**config.mk**
```make
export PLATFORM = sky130hd
export DESIGN_NAME = oam_dma_flat
export DESIGN_NICKNAME = d
export VERILOG_FILES = /design/src/rtl/oam_dma_if.sv /design/src/rtl/oam_dma.sv /design/src/flat_wrapper.sv
export SDC_FILE = /design/constraint.sdc
export NUM_CORES = 1
export LEC_CHECK = 0
export CAP_MARGIN = 5
export CORE_MARGIN = 2
export CORE_UTILIZATION = 44
export CTS_BUF_LIST = sky130_fd_sc_hd__clkbuf_2 sky130_fd_sc_hd__clkbuf_4 sky130_fd_sc_hd__clkbuf_8
export DETAILED_ROUTE_END_ITERATION = 10
export PLACE_DENSITY = 0.78
export SYNTH_ARGS = -nofsm -noshare
export SYNTH_HDL_FRONTEND = slang
export SYNTH_SLANG_ARGS = --single-unit
```
**constraint.sdc**
```tcl
create_clock -name clk -period 2.2 [get_ports clk]
set_clock_uncertainty 0.05 [all_clocks]
set_input_delay 0.44 -clock clk [delete_from_list [all_inputs] [get_ports clk]]
set_output_delay 0.44 -clock clk [all_outputs]
set_load 0.1 [all_outputs]
```
**src/rtl/oam_dma_if.sv**
```systemverilog
// Bus bundle between the CPU memory port, the OAM DMA engine and the system bus.
// The slave modport is the DMA engine's view; the master modport is the
// surrounding CPU and memory system.
interface oam_dma_if;
  logic [15:0] cpu_addr;
  logic        cpu_enable;
  logic        cpu_write;
  logic [7:0]  cpu_data_out;
  logic [7:0]  cpu_data_in;
  logic [15:0] ext_addr;
  logic        ext_enable;
  logic        ext_write;
  logic [7:0]  ext_data_out;
  logic [7:0]  ext_data_in;

  modport master (
    output cpu_addr, cpu_enable, cpu_write, cpu_data_out, ext_data_in,
    input  cpu_data_in, ext_addr, ext_enable, ext_write, ext_data_out
  );

  modport slave (
    input  cpu_addr, cpu_enable, cpu_write, cpu_data_out, ext_data_in,
    output cpu_data_in, ext_addr, ext_enable, ext_write, ext_data_out
  );
endinterface

```
**src/rtl/oam_dma.sv**
```systemverilog
// OAM DMA engine and system-bus arbiter. Sits between the CPU memory port and
// the system bus, owns the DMA source register and copies DMA_LENGTH bytes
// from {source, 0x00} into OAM, one byte per M-cycle. While copying, the CPU
// only keeps access to its own register; everything else reads 0xFF and
// writes are dropped.
module oam_dma #(
  parameter int          DMA_LENGTH  = 160,
  parameter int          START_DELAY = 1,
  parameter logic [15:0] REG_ADDR    = 16'hFF46
) (
  input  logic       clk,
  input  logic       reset,
  oam_dma_if.slave   bus,
  output logic [7:0] oam_addr,
  output logic       oam_write,
  output logic [7:0] oam_data,
  output logic       dma_active
);

  localparam logic [7:0] LAST_INDEX = 8'(DMA_LENGTH - 1);
  localparam logic [7:0] DELAY_INIT = 8'(START_DELAY);

  typedef enum logic [1:0] {
    IDLE  = 2'd0,
    START = 2'd1,
    COPY  = 2'd2
  } state_t;

  state_t     state;
  logic [1:0] phase;
  logic [7:0] delay;
  logic [7:0] index;
  logic [7:0] page;
  logic [7:0] src;

  logic reg_access;
  logic trigger;
  logic continue_old;

  // Echo RAM pages 0xE0-0xFF alias onto work RAM 0xC0-0xDF.
  function automatic logic [7:0] effective_page(input logic [7:0] value);
    return (value >= 8'hE0) ? (value - 8'h20) : value;
  endfunction

  assign reg_access   = (bus.cpu_addr == REG_ADDR);
  assign trigger      = bus.cpu_enable && bus.cpu_write && reg_access;
  assign continue_old = dma_active && (index != LAST_INDEX);

  // Phase counter, source register and copy sequencer; everything except the
  // phase commits on the M-cycle boundary (phase 3).
  always_ff @(posedge clk) begin
    if (reset) begin
      phase      <= 2'd0;
      state      <= IDLE;
      delay      <= 8'd0;
      index      <= 8'd0;
      page       <= 8'd0;
      src        <= 8'd0;
      oam_write  <= 1'b0;
      oam_addr   <= 8'd0;
      oam_data   <= 8'd0;
      dma_active <= 1'b0;
    end else begin
      phase     <= phase + 2'd1;
      oam_write <= 1'b0;
      if (phase == 2'd3) begin
        if (dma_active) begin
          oam_write <= 1'b1;
          oam_addr  <= index;
          oam_data  <= bus.ext_data_in;
        end
        if (trigger) begin
          src <= bus.cpu_data_out;
          if (START_DELAY == 0) begin
            state      <= COPY;
            dma_active <= 1'b1;
            index      <= 8'd0;
            page       <= effective_page(bus.cpu_data_out);
          end else begin
            state      <= START;
            delay      <= DELAY_INIT;
            dma_active <= continue_old;
            if (dma_active) begin
              index <= index + 8'd1;
            end
          end
        end else begin
          case (state)
            IDLE: begin
              dma_active <= 1'b0;
            end
            START: begin
              if (delay == 8'd1) begin
                state      <= COPY;
                dma_active <= 1'b1;
                index      <= 8'd0;
                page       <= effective_page(src);
              end else begin
                delay      <= delay - 8'd1;
                dma_active <= continue_old;
                if (dma_active) begin
                  index <= index + 8'd1;
                end
              end
            end
            COPY: begin
              if (index == LAST_INDEX) begin
                state      <= IDLE;
                dma_active <= 1'b0;
              end else begin
                index <= index + 8'd1;
              end
            end
            default: begin
              state      <= IDLE;
              dma_active <= 1'b0;
            end
          endcase
        end
      end
    end
  end

  // Bus arbitration: the copy owns the system bus; otherwise the CPU passes
  // through, except for the source register which is answered locally.
  always_comb begin
    bus.ext_addr     = 16'h0000;
    bus.ext_enable   = 1'b0;
    bus.ext_write    = 1'b0;
    bus.ext_data_out = 8'h00;
    bus.cpu_data_in  = 8'hFF;
    if (reset) begin
      bus.cpu_data_in = 8'hFF;
    end else if (dma_active) begin
      bus.ext_addr   = {page, index};
      bus.ext_enable = 1'b1;
      if (reg_access) begin
        bus.cpu_data_in = src;
      end
    end else if (reg_access) begin
      bus.cpu_data_in = src;
    end else begin
      bus.ext_addr     = bus.cpu_addr;
      bus.ext_enable   = bus.cpu_enable;
      bus.ext_write    = bus.cpu_write;
      bus.ext_data_out = bus.cpu_data_out;
      bus.cpu_data_in  = bus.ext_data_in;
    end
  end

endmodule

```
**src/flat_wrapper.sv**
```systemverilog
// flat-port wrapper written by rule: the top's interface ports become plain ports
module oam_dma_flat 
#(
  parameter int          DMA_LENGTH  = 160,
  parameter int          START_DELAY = 1,
  parameter logic [15:0] REG_ADDR    = 16'hFF46
)
  (clk, reset, oam_addr, oam_write, oam_data, dma_active, bus_cpu_addr, bus_cpu_enable, bus_cpu_write, bus_cpu_data_out, bus_ext_data_in, bus_cpu_data_in, bus_ext_addr, bus_ext_enable, bus_ext_write, bus_ext_data_out);
  oam_dma_if bus_i ();
  input  logic clk;
  input  logic reset;
  output logic [7:0] oam_addr;
  output logic oam_write;
  output logic [7:0] oam_data;
  output logic dma_active;
  input wire logic [$bits(bus_i.cpu_addr)-1:0] bus_cpu_addr;
  input wire logic [$bits(bus_i.cpu_enable)-1:0] bus_cpu_enable;
  input wire logic [$bits(bus_i.cpu_write)-1:0] bus_cpu_write;
  input wire logic [$bits(bus_i.cpu_data_out)-1:0] bus_cpu_data_out;
  input wire logic [$bits(bus_i.ext_data_in)-1:0] bus_ext_data_in;
  output wire logic [$bits(bus_i.cpu_data_in)-1:0] bus_cpu_data_in;
  output wire logic [$bits(bus_i.ext_addr)-1:0] bus_ext_addr;
  output wire logic [$bits(bus_i.ext_enable)-1:0] bus_ext_enable;
  output wire logic [$bits(bus_i.ext_write)-1:0] bus_ext_write;
  output wire logic [$bits(bus_i.ext_data_out)-1:0] bus_ext_data_out;
  assign bus_i.cpu_addr = bus_cpu_addr;
  assign bus_i.cpu_enable = bus_cpu_enable;
  assign bus_i.cpu_write = bus_cpu_write;
  assign bus_i.cpu_data_out = bus_cpu_data_out;
  assign bus_i.ext_data_in = bus_ext_data_in;
  assign bus_cpu_data_in = bus_i.cpu_data_in;
  assign bus_ext_addr = bus_i.ext_addr;
  assign bus_ext_enable = bus_i.ext_enable;
  assign bus_ext_write = bus_i.ext_write;
  assign bus_ext_data_out = bus_i.ext_data_out;
  oam_dma #(.DMA_LENGTH(DMA_LENGTH), .START_DELAY(START_DELAY), .REG_ADDR(REG_ADDR)) u_core (.clk(clk), .reset(reset), .bus(bus_i), .oam_addr(oam_addr), .oam_write(oam_write), .oam_data(oam_data), .dma_active(dma_active));
endmodule
```
# After elaboration in Yosys (flattened, before gate mapping)
# Index checks and enable logic that the tools add are counted.
# word_totals
out_inout_bits	52
inputBits	36
register_bits	54
# classes
eq_ne	12
add_sub_neg	4
bitwise_logic	2
reduce_logical	14
order_cmp	1
muxes	34
# op_table
operator	n
8-bit two-way mux	15
16-bit two-way mux	3
16-bit equality test (second input constant)	1
8-bit case mux with 2 select lines	1
1-bit two-way mux	10
8-bit by 1-bit adder with 8-bit output (second input constant)	1
8-bit by 1-bit equality test with 1-bit output (second input constant)	1
8-bit equality test (second input constant)	1
8-bit greater-or-equal comparator (second input constant)	1
8-bit != test (second input constant)	1
4-bit AND reduction	2
8-bit by 1-bit subtractor with 8-bit output (second input constant)	1
8-bit by 6-bit subtractor with 8-bit output (second input constant)	1
2-bit two-way mux	3
3-bit by 1-bit != test with 1-bit output (second input constant)	2
2-bit case mux with 3 select lines	1
2-bit AND reduction	3
3-bit AND reduction	2
2-bit equality test (second input constant)	2
2-bit by 1-bit != test with 1-bit output (second input constant)	2
1-bit logical AND	3
3-bit by 2-bit != test with 1-bit output (second input constant)	1
3-bit nonzero test	1
2-bit by 1-bit adder with 2-bit output (second input constant)	1
other kinds (6)	7

# Logic depth before layout (Yosys ltp)
# Gate-level depths: netlist of the first run.
# depth
ltp_word	5
ltp_mapped	8
ltp_nobuf	8

# Worst setup path before layout of the first run
# Ideal clock, no wire load.
# synth_timing
kind	flip-flop to output port
startpoint	register u_core.dma_active
endpoint	output port bus_ext_addr[14]
required_time_ps	1710
slack_ps	-1721
t_arrival_ps	3431
path_stages_with_launch	6
path_cell_list	dfxtp_1 clkbuf_1 clkbuf_1 clkbuf_1 nand2_1 a21oi_1
# synth_between
elab_chain_cells	2
# synth_lines
item	line_no	rtl
start, declared	oam_dma.sv:17	output logic dma_active
start signal, assigned	oam_dma.sv:82	dma_active <= continue_old;
start signal, assigned	oam_dma.sv:100	dma_active <= continue_old;
16-bit two-way mux	oam_dma.sv:134	end else if (dma_active) begin
16-bit two-way mux	oam_dma.sv:132	if (reset) begin
end, declared	flat_wrapper.sv:22	output wire logic [$bits(bus_i.ext_addr)-1:0] bus_ext_addr;
# Every way passes these cells.

# Final worst setup path of the first run
# layout_timing
startpoint	input port bus_cpu_addr[3]
endpoint	output port bus_ext_addr[12]
# layout_between
elab_chain_cells	4
# layout_lines
item	line_no	rtl
start, declared	flat_wrapper.sv:16	input wire logic [$bits(bus_i.cpu_addr)-1:0] bus_cpu_addr;
16-bit equality test	oam_dma.sv:45	assign reg_access = (bus.cpu_addr == REG_ADDR);
16-bit two-way mux	oam_dma.sv:140	end else if (reg_access) begin
16-bit two-way mux	oam_dma.sv:134	
16-bit two-way mux	oam_dma.sv:132	
# Every way passes these cells.

==> results of run 1 <==
-- synthesized netlist by cell type, types with 7 or more instances --
| cell | instances |
|---|---|
| sky130_fd_sc_hd__nand3_1 | 19 |
| sky130_fd_sc_hd__nand2_1 | 83 |
| sky130_fd_sc_hd__o21ai_0 | 8 |
| sky130_fd_sc_hd__nor2_1 | 32 |
| sky130_fd_sc_hd__o21bai_1 | 8 |
| sky130_fd_sc_hd__dfxtp_1 | 54 |
| sky130_fd_sc_hd__a21oi_1 | 57 |
| sky130_fd_sc_hd__or3_1 | 7 |
| sky130_fd_sc_hd__ha_1 | 8 |
| sky130_fd_sc_hd__and3_1 | 10 |
| sky130_fd_sc_hd__inv_1 | 9 |
| sky130_fd_sc_hd__and2_1 | 10 |
| sky130_fd_sc_hd__nor3_1 | 16 |
| sky130_fd_sc_hd__clkbuf_1 | 22 |
-- cell type report --
cell class	count	area [sq um]	share of cell area, %
clock buffer	7	90.1	1.67
clock inverter	1	5.00	0.0929
inverter	9	37.5	0.697
sequential	54	1080	20.1
tap	77	96.3	1.79
timing repair inverter	1	5.00	0.0929
timing repair buffer	150	1690	31.3
multi-input combinational	317	2380	44.2
-- registers in the layout, indices dropped and copies added, names as in the netlist --
register,flops
u_core.oam_data,8
u_core.index,8
u_core.state,2
u_core.delay,8
u_core.phase,2
u_core.src,8
u_core.page,8
u_core.oam_addr,8
u_core.dma_active,1
u_core.oam_write,1
-- stage by stage --
stage / setup slack (ns) / TNS (ns) / instances / util, %
3_5_place_dp: -0.638 / -24.32 / 592 / 74.9
6_report: -0.146 / -3.04 / 616 / 83.4
2_1_floorplan: -0.185 / -4.79 / 406 / -
3_3_place_gp: -0.574 / -23.09 / 592 / 74.9
4_1_cts: -0.193 / -3.63 / 610 / 81.0
5_1_grt: -0.185 / -4.46 / 616 / 83.4
-- cell usage in the layout (no fill, tap or decap), types with 6 or more instances in the layout --
cell type | netlist | layout
sky130_fd_sc_hd__nor3_2 | 2 | 8
sky130_fd_sc_hd__buf_6 | 0 | 13
sky130_fd_sc_hd__o21ai_0 | 8 | 6
sky130_fd_sc_hd__a21oi_4 | 0 | 13
sky130_fd_sc_hd__inv_1 | 9 | 8
sky130_fd_sc_hd__and3_4 | 0 | 7
sky130_fd_sc_hd__ha_1 | 8 | 8
sky130_fd_sc_hd__nor3_1 | 16 | 9
sky130_fd_sc_hd__buf_4 | 0 | 70
sky130_fd_sc_hd__buf_2 | 3 | 6
sky130_fd_sc_hd__clkbuf_8 | 0 | 6
sky130_fd_sc_hd__o21bai_4 | 0 | 8
sky130_fd_sc_hd__nand2_1 | 83 | 82
sky130_fd_sc_hd__nor2_4 | 0 | 20
sky130_fd_sc_hd__clkdlybuf4s50_1 | 0 | 18
sky130_fd_sc_hd__nand3_1 | 19 | 13
sky130_fd_sc_hd__buf_12 | 0 | 37
sky130_fd_sc_hd__a21oi_1 | 57 | 44
sky130_fd_sc_hd__nor2_1 | 32 | 12
sky130_fd_sc_hd__dfxtp_1 | 54 | 53
sky130_fd_sc_hd__or3_1 | 7 | 6
sky130_fd_sc_hd__and2_4 | 0 | 10
-- what timing repair did --
item / in CTS / in global routing
pin swaps: 17 / 20
setup endpoints to repair: 45 / 48
hold buffers: 0 / 0
gates resized for setup: 116 / 33
gates cloned: 1 / 2
setup buffers: 13 / 7
-- kinds of logic (layout without fill, tap and decap cells) --
family	Yosys count	count (layout)	share of synthesized area [%]
simple gates	203	204	33.5
flops	54	54	36.3
compound gates	92	92	18.1
fa+ha+maj	8	8	3.37
xor+xnor	9	9	2.65
buf+inv	36	168	4.67
mux	4	4	1.35
-- power breakdown --
group	leakage, nW	switching [mW]	internal [mW]
Combinational	1.53	0.416	0.287
Clock	0.0517	0.351	0.268
Sequential	0.436	0.00346	0.981
-- worst max-delay path by stage --
stage | startpoint | end | slack, ns | cells after the start
2_1_floorplan | bus_cpu_addr[0] | bus_cpu_data_in[0] | -0.19 | 7
3_3_place_gp | bus_cpu_addr[14] | bus_ext_write | -0.57 | 9
3_5_place_dp | bus_cpu_addr[0] | bus_ext_addr[11] | -0.64 | 8
4_1_cts | bus_cpu_addr[4] | bus_ext_data_out[7] | -0.19 | 10
5_1_grt | bus_cpu_addr[3] | bus_ext_addr[12] | -0.18 | 9
6_report | bus_cpu_addr[3] | bus_ext_addr[12] | -0.15 | 9
-- critical path, stage by stage --
cell and delay, ns:
sky130_fd_sc_hd__buf_8 0.10, sky130_fd_sc_hd__nor4b_4 0.30, sky130_fd_sc_hd__and3_4 0.24, sky130_fd_sc_hd__buf_6 0.14, sky130_fd_sc_hd__nand2_8 0.08, sky130_fd_sc_hd__and3_4 0.19
sky130_fd_sc_hd__a21oi_4 0.14, sky130_fd_sc_hd__nor2_4 0.05, sky130_fd_sc_hd__buf_12 0.17
-- layer usage --
layer	GRT usage, %	share of wire, %
met5	0	0
met4	13.8	5.1
met3	5.90	7.6
met2	53.2	50
met1	37.0	37
==> parameters.txt, run 1 <==
Parameter                              Value

Finish
  Count of nets after finishing ... 582
  Post-route cell area ... 0.00539 sq mm
  Synthesis-to-layout area growth ... 81.2%
  Filler cells ... 321
  Antenna Cells ... 0
  Layout cell share with drive strength beyond 1 ... 42.9%

Routing
  DRC ... 0
  Remaining number of nets flagged by the antenna check after routing ... 0
  Vias post-DR ... 3,759
  Drt pass-1 iters ... 5
  Sum of routed wire length over all layers ... 12,600 microns
  WL/cell ... between 20 and 25 microns
  Number of vias per cell ... 6.10
  Count of routing violations after the opening detailed-route iteration ... about 270

CTS
  Maximum buffer depth of the clock tree ... 2
  Clock tree from TritonCTS ... done
  Clock Tree Root ... sky130_fd_sc_hd__clkbuf_8
  # H-tree levels ... 2
  Number of buffers added by the clock tree synthesis step ... 5
  Worst-skew pair later-pin latency ... 0.32 ns
  Clock transition at path regs ... 0.10 ns
  Number of clock sinks ... 54

Timing
  Max_slew headroom ... between 50% and 60%
  Final WS setup ... -0.146 ns
  Count of final max-slew check failures ... 0
  Final period utilization ... 107%
  Hold Fails Final Rpt ... 0
  Final number of setup-violating endpoints ... 32
  Worst Hold Slack ... approximately 0.37 ns
  Worst-Margin Slew ... 0.641 ns
  Achievable clock frequency ... 426 MHz
  Unrepaired setup endpoints after global routing ... yes
  Tmin final ... 2.35 ns

Global route
  Overflow left after global routing ... 0
  Global-route wire length before repair ... 18,200 microns
  Pin count of the biggest net entering global routing ... 31
  Antenna violations before repair ... 0
  Number of global-route vias before repair ... between 3,000 and 4,000
  Total routing resource utilization after global routing ... between 30% and 40%

Power
  Peak VDD IR ... 296 uV
  Pwr per Cell Area ... 428 mW/mm^2
  PnR Total Power ... 2.31 mW
  Leakage ... 2.02 nW

Critical path
  CP startpoint kind ... input port
  Crit path DAT ... around 1.9 ns
  R2R Path Start ... u_core.index[0]
  Worst R2R Setup Slack ... 0.11 ns
  End of the worst register-to-register path ... u_core.state[0]
  CP endpoint kind ... output port
  Required time at the endpoint of the critical path ... about 1.7 ns
  Crit Path Category ... in2out
  Crit-path max FO ... 6
  Worst Reg-to-Reg Cells ... 6

Min path
  Type of the worst min-delay path ... reg2reg
  Source of the worst hold timing path ... u_core.phase[0]
  Number of cells traversed by the worst hold path ... 1
  Worst Hold Endpoint ... u_core.phase[0]

Yosys
  Fraction of the yosys area taken by sequential cells ... 36.3%
  Post-synthesis instance area ... approximately 0.0030 sq mm
  Cell taking the most area after synthesis ... sky130_fd_sc_hd__dfxtp_1
  Synth Warn # ... 0
  Share of Yosys cell area claimed by the top area cell type ... 36.3%
  Net Count, Synth ... 450
  Number of enable flip-flop cells after synthesis ... 0
  Cell types with the largest area share after synthesis ... sky130_fd_sc_hd__dfxtp_1, sky130_fd_sc_hd__nand2_1, sky130_fd_sc_hd__a21oi_1, sky130_fd_sc_hd__nor2_1, sky130_fd_sc_hd__ha_1
  FF+latch count, synth ... between 50 and 60
  Number of distinct library cells after synthesis ... 50
  Synthesized netlist cell count ... 406
  Async S/R FF share, synth ... 0%
  Avg Inst Size Synth ... 7.33 sq um
  Ys flop type ... sky130_fd_sc_hd__dfxtp_1

Place
  Gpl congestion ... 0.884
  Cell area after placement ... 0.00483 sq mm
  IO Port Bufs ... 87
  Post-DP HPWL ... 7300 microns

Floorplan
  Chip height ... ~86 microns
  Horiz. Die Dim ... approximately 86 microns
  Core region area ... 0.00646 sq mm
  Full die area ... 0.00743 sq mm
  I/O pin count ... 88
  Effective utilization at floorplan ... 46.0%
  # rows ... 29

Run status
  Violated checks ... setup timing
  Outcome ... finished with violations

Flow run
  Max capacitance violation total ... 0
No activity file was read; power rests on OpenSTA's default activity.
==> run 2, diff against run 1 <==
CTS_CLUSTER_DIAMETER = 200   (was unset)
==> results of run 2 <==
No change in the layout: final DEF, timing and power equal those of run 1.
==> run 3, diff against run 2 <==
SKIP_CTS_REPAIR_TIMING = 1   (was unset)
==> run 3 against run 2 <==
  * The flow still finishes with violations (setup timing)
  * Worst hold slack lost 0.0024 ns
  * Combinational power is 3.3% lower
  * Routed wire length decreased by 19%
  * Critical path depth did not move
  * Via count is 8.4% lower
  * Sequential power about the same
  * Non-clock buffer count decreased by 8
  * Utilization is 4.4 points lower
  * Design area fell by 5.2%
  * Critical path type unchanged
  * Largest cell class unchanged
  * Largest power group unchanged
==> parameters.txt, run 3 (synthesis gave the netlist of run 1 again) <==
Parameter                              Value

Run status
  Outcome ... finished with violations
  Violated checks ... setup timing

Flow run
  Max capacitance violation total ... 0 (unchanged)

Place
  Cell area after placement ... 0.00483 sq mm (unchanged)
  Instance count after placement with tap cells included ... 592 (unchanged)
  Pre-CTS setup slack ... -0.638 ns (unchanged)
  Gpl congestion ... 0.884 (unchanged)
  Post-DP HPWL ... 7300 microns (unchanged)
  IO Port Bufs ... 87 (unchanged)

Finish
  Post-route cell area ... 0.00511 sq mm (-5.2%)
  Count of nets after finishing ... 572 (-1.7%)
  Final core occ ... 79.1% (-4.4 points)
  Synthesis-to-layout area growth ... 71.7%
  Layout cell share with drive strength beyond 1 ... 37.8% (-5.0 points)
  Most frequent cells in the layout ... sky130_fd_sc_hd__nand2_1, sky130_fd_sc_hd__buf_4, sky130_fd_sc_hd__dfxtp_1, sky130_fd_sc_hd__a21oi_1, sky130_fd_sc_hd__buf_12
  Number of non-filler instances in the completed layout ... 606 (-1.6%)
  Antenna Cells ... 0 (unchanged)
  Commonest non-fill, non-tap cell in the layout ... sky130_fd_sc_hd__nand2_1

Global route
  Number of global-route vias before repair ... 3,275 (-9.6%)
  Total routing resource utilization after global routing ... 26.1% (-4.6 points)
  Overflow left after global routing ... 0 (unchanged)
  Antenna violations before repair ... 0 (unchanged)
  Global-route wire length before repair ... 15,600 microns (-14%)
  Pin count of the biggest net entering global routing ... 31 (unchanged)

Routing
  Count of routing violations after the opening detailed-route iteration ... 197 (-26%)
  Remaining number of nets flagged by the antenna check after routing ... 0 (unchanged)
  WL/cell ... 16.7 microns (-18%)
  Number of vias per cell ... 5.68 (-6.8%)
  Sum of routed wire length over all layers ... 10,100 microns (-19%)
  DRC ... 0 (unchanged)
  Vias post-DR ... 3,445 (-8.4%)
  Drt pass-1 iters ... 4 (-1)

Critical path
  Crit-path max FO ... 4 (-2)
  Required time at the endpoint of the critical path ... 1.71 ns (about the same)
  CP startpoint kind ... input port
  Crit path DAT ... 1.99 ns (+0.13 ns)
  Crit Path Category ... in2out
  CP endpoint kind ... output port

Floorplan
  # rows ... 29 (unchanged)
  Horiz. Die Dim ... 86.2 microns (unchanged)
  Effective utilization at floorplan ... 46.0% (unchanged)
  Full die area ... 0.00743 sq mm (unchanged)
  Core region area ... 0.00646 sq mm (unchanged)
  Chip height ... 86.2 microns (unchanged)
  I/O pin count ... 88 (unchanged)

Min path
  Type of the worst min-delay path ... reg2reg

Timing
  Achievable clock frequency ... 403 MHz (-5.4%)
  Final period utilization ... 113% (+6.1 points)
  Total Neg Setup Slack ... -5.50 ns (-2.46 ns)
  Hold Fails Final Rpt ... 0 (unchanged)
  Tmin final ... 2.48 ns (+0.134 ns)
  Final number of setup-violating endpoints ... 30 (-6.3%)
  Worst-Margin Slew ... 0.571 ns (-0.0701 ns)
  Final WS setup ... -0.280 ns (-0.134 ns)
  Unrepaired setup endpoints after global routing ... yes
  Count of final max-slew check failures ... 0 (unchanged)
  Max_slew headroom ... 61.8% (+4.7 points)
  Worst Hold Slack ... 0.373 ns (-0.00235 ns)

Power
  PnR Total Power ... 2.26 mW (-1.9%)
  Leakage ... 2.00 nW (-1.1%)
  Peak VDD IR ... 288 uV (-2.6%)
  Pwr per Cell Area ... 443 mW/mm^2 (+3.5%)

CTS
  Maximum buffer depth of the clock tree ... 2 (unchanged)
  Number of clock sinks ... 54 (unchanged)
  Clock tree from TritonCTS ... done
  Number of buffers added by the clock tree synthesis step ... 5 (unchanged)
  Clock transition at path regs ... 0.09 ns (about the same)
  Clock Tree Root ... sky130_fd_sc_hd__clkbuf_8
  # H-tree levels ... 2 (unchanged)
  Worst-skew pair later-pin latency ... 0.31 ns (about the same)
[run 3: path summary, 6_finish.rpt]
check	from	end	slack (ns)	depth (start not counted)
max	bus_cpu_addr[9]	bus_ext_data_out[3]	-0.28	9
min	u_core.phase[0]	u_core.phase[0]	0.37	1
max reg2reg	u_core.index[0]	u_core.index[2]	0.09	9
min reg2reg	u_core.phase[0]	u_core.phase[0]	0.37	1
[run 3: where the power goes]
| group | switching (mW) | internal (mW) |
|---|---|---|
| logic | 0.402 | 0.278 |
| registers | 0.00310 | 0.981 |
| clock network | 0.332 | 0.268 |
[run 3: metal layers]
layer | track usage (%) | vias up | part of all wire (%)
met1 | 33.6 | 1646 | 40
met4 | 7.24 | 0 | 1.6
met3 | 3.90 | 16 | 6.1
li1 | - | 1646 | -
met5 | 0 | - | 0
met2 | 45.7 | 137 | 52
[run 3: final cells by class]
cell class	count	area (sq um)
Sequential cell	54	1080
Clock inverter	1	5.00
Inverter	9	37.5
Fill cell	405	1350
Timing Repair Buffer	142	1640
Clock buffer	7	90.1
Multi-Input combinational cell	316	2160
Tap cell	77	96.3
[run 3: critical path, cell delays in order]
cell and delay [ns]:
sky130_fd_sc_hd__clkbuf_2 0.11, sky130_fd_sc_hd__and4_4 0.20, sky130_fd_sc_hd__and3_4 0.20, sky130_fd_sc_hd__and2_4 0.15
sky130_fd_sc_hd__buf_6 0.12, sky130_fd_sc_hd__nor3_4 0.27, sky130_fd_sc_hd__clkbuf_16 0.20, sky130_fd_sc_hd__and2_4 0.15
sky130_fd_sc_hd__buf_12 0.16
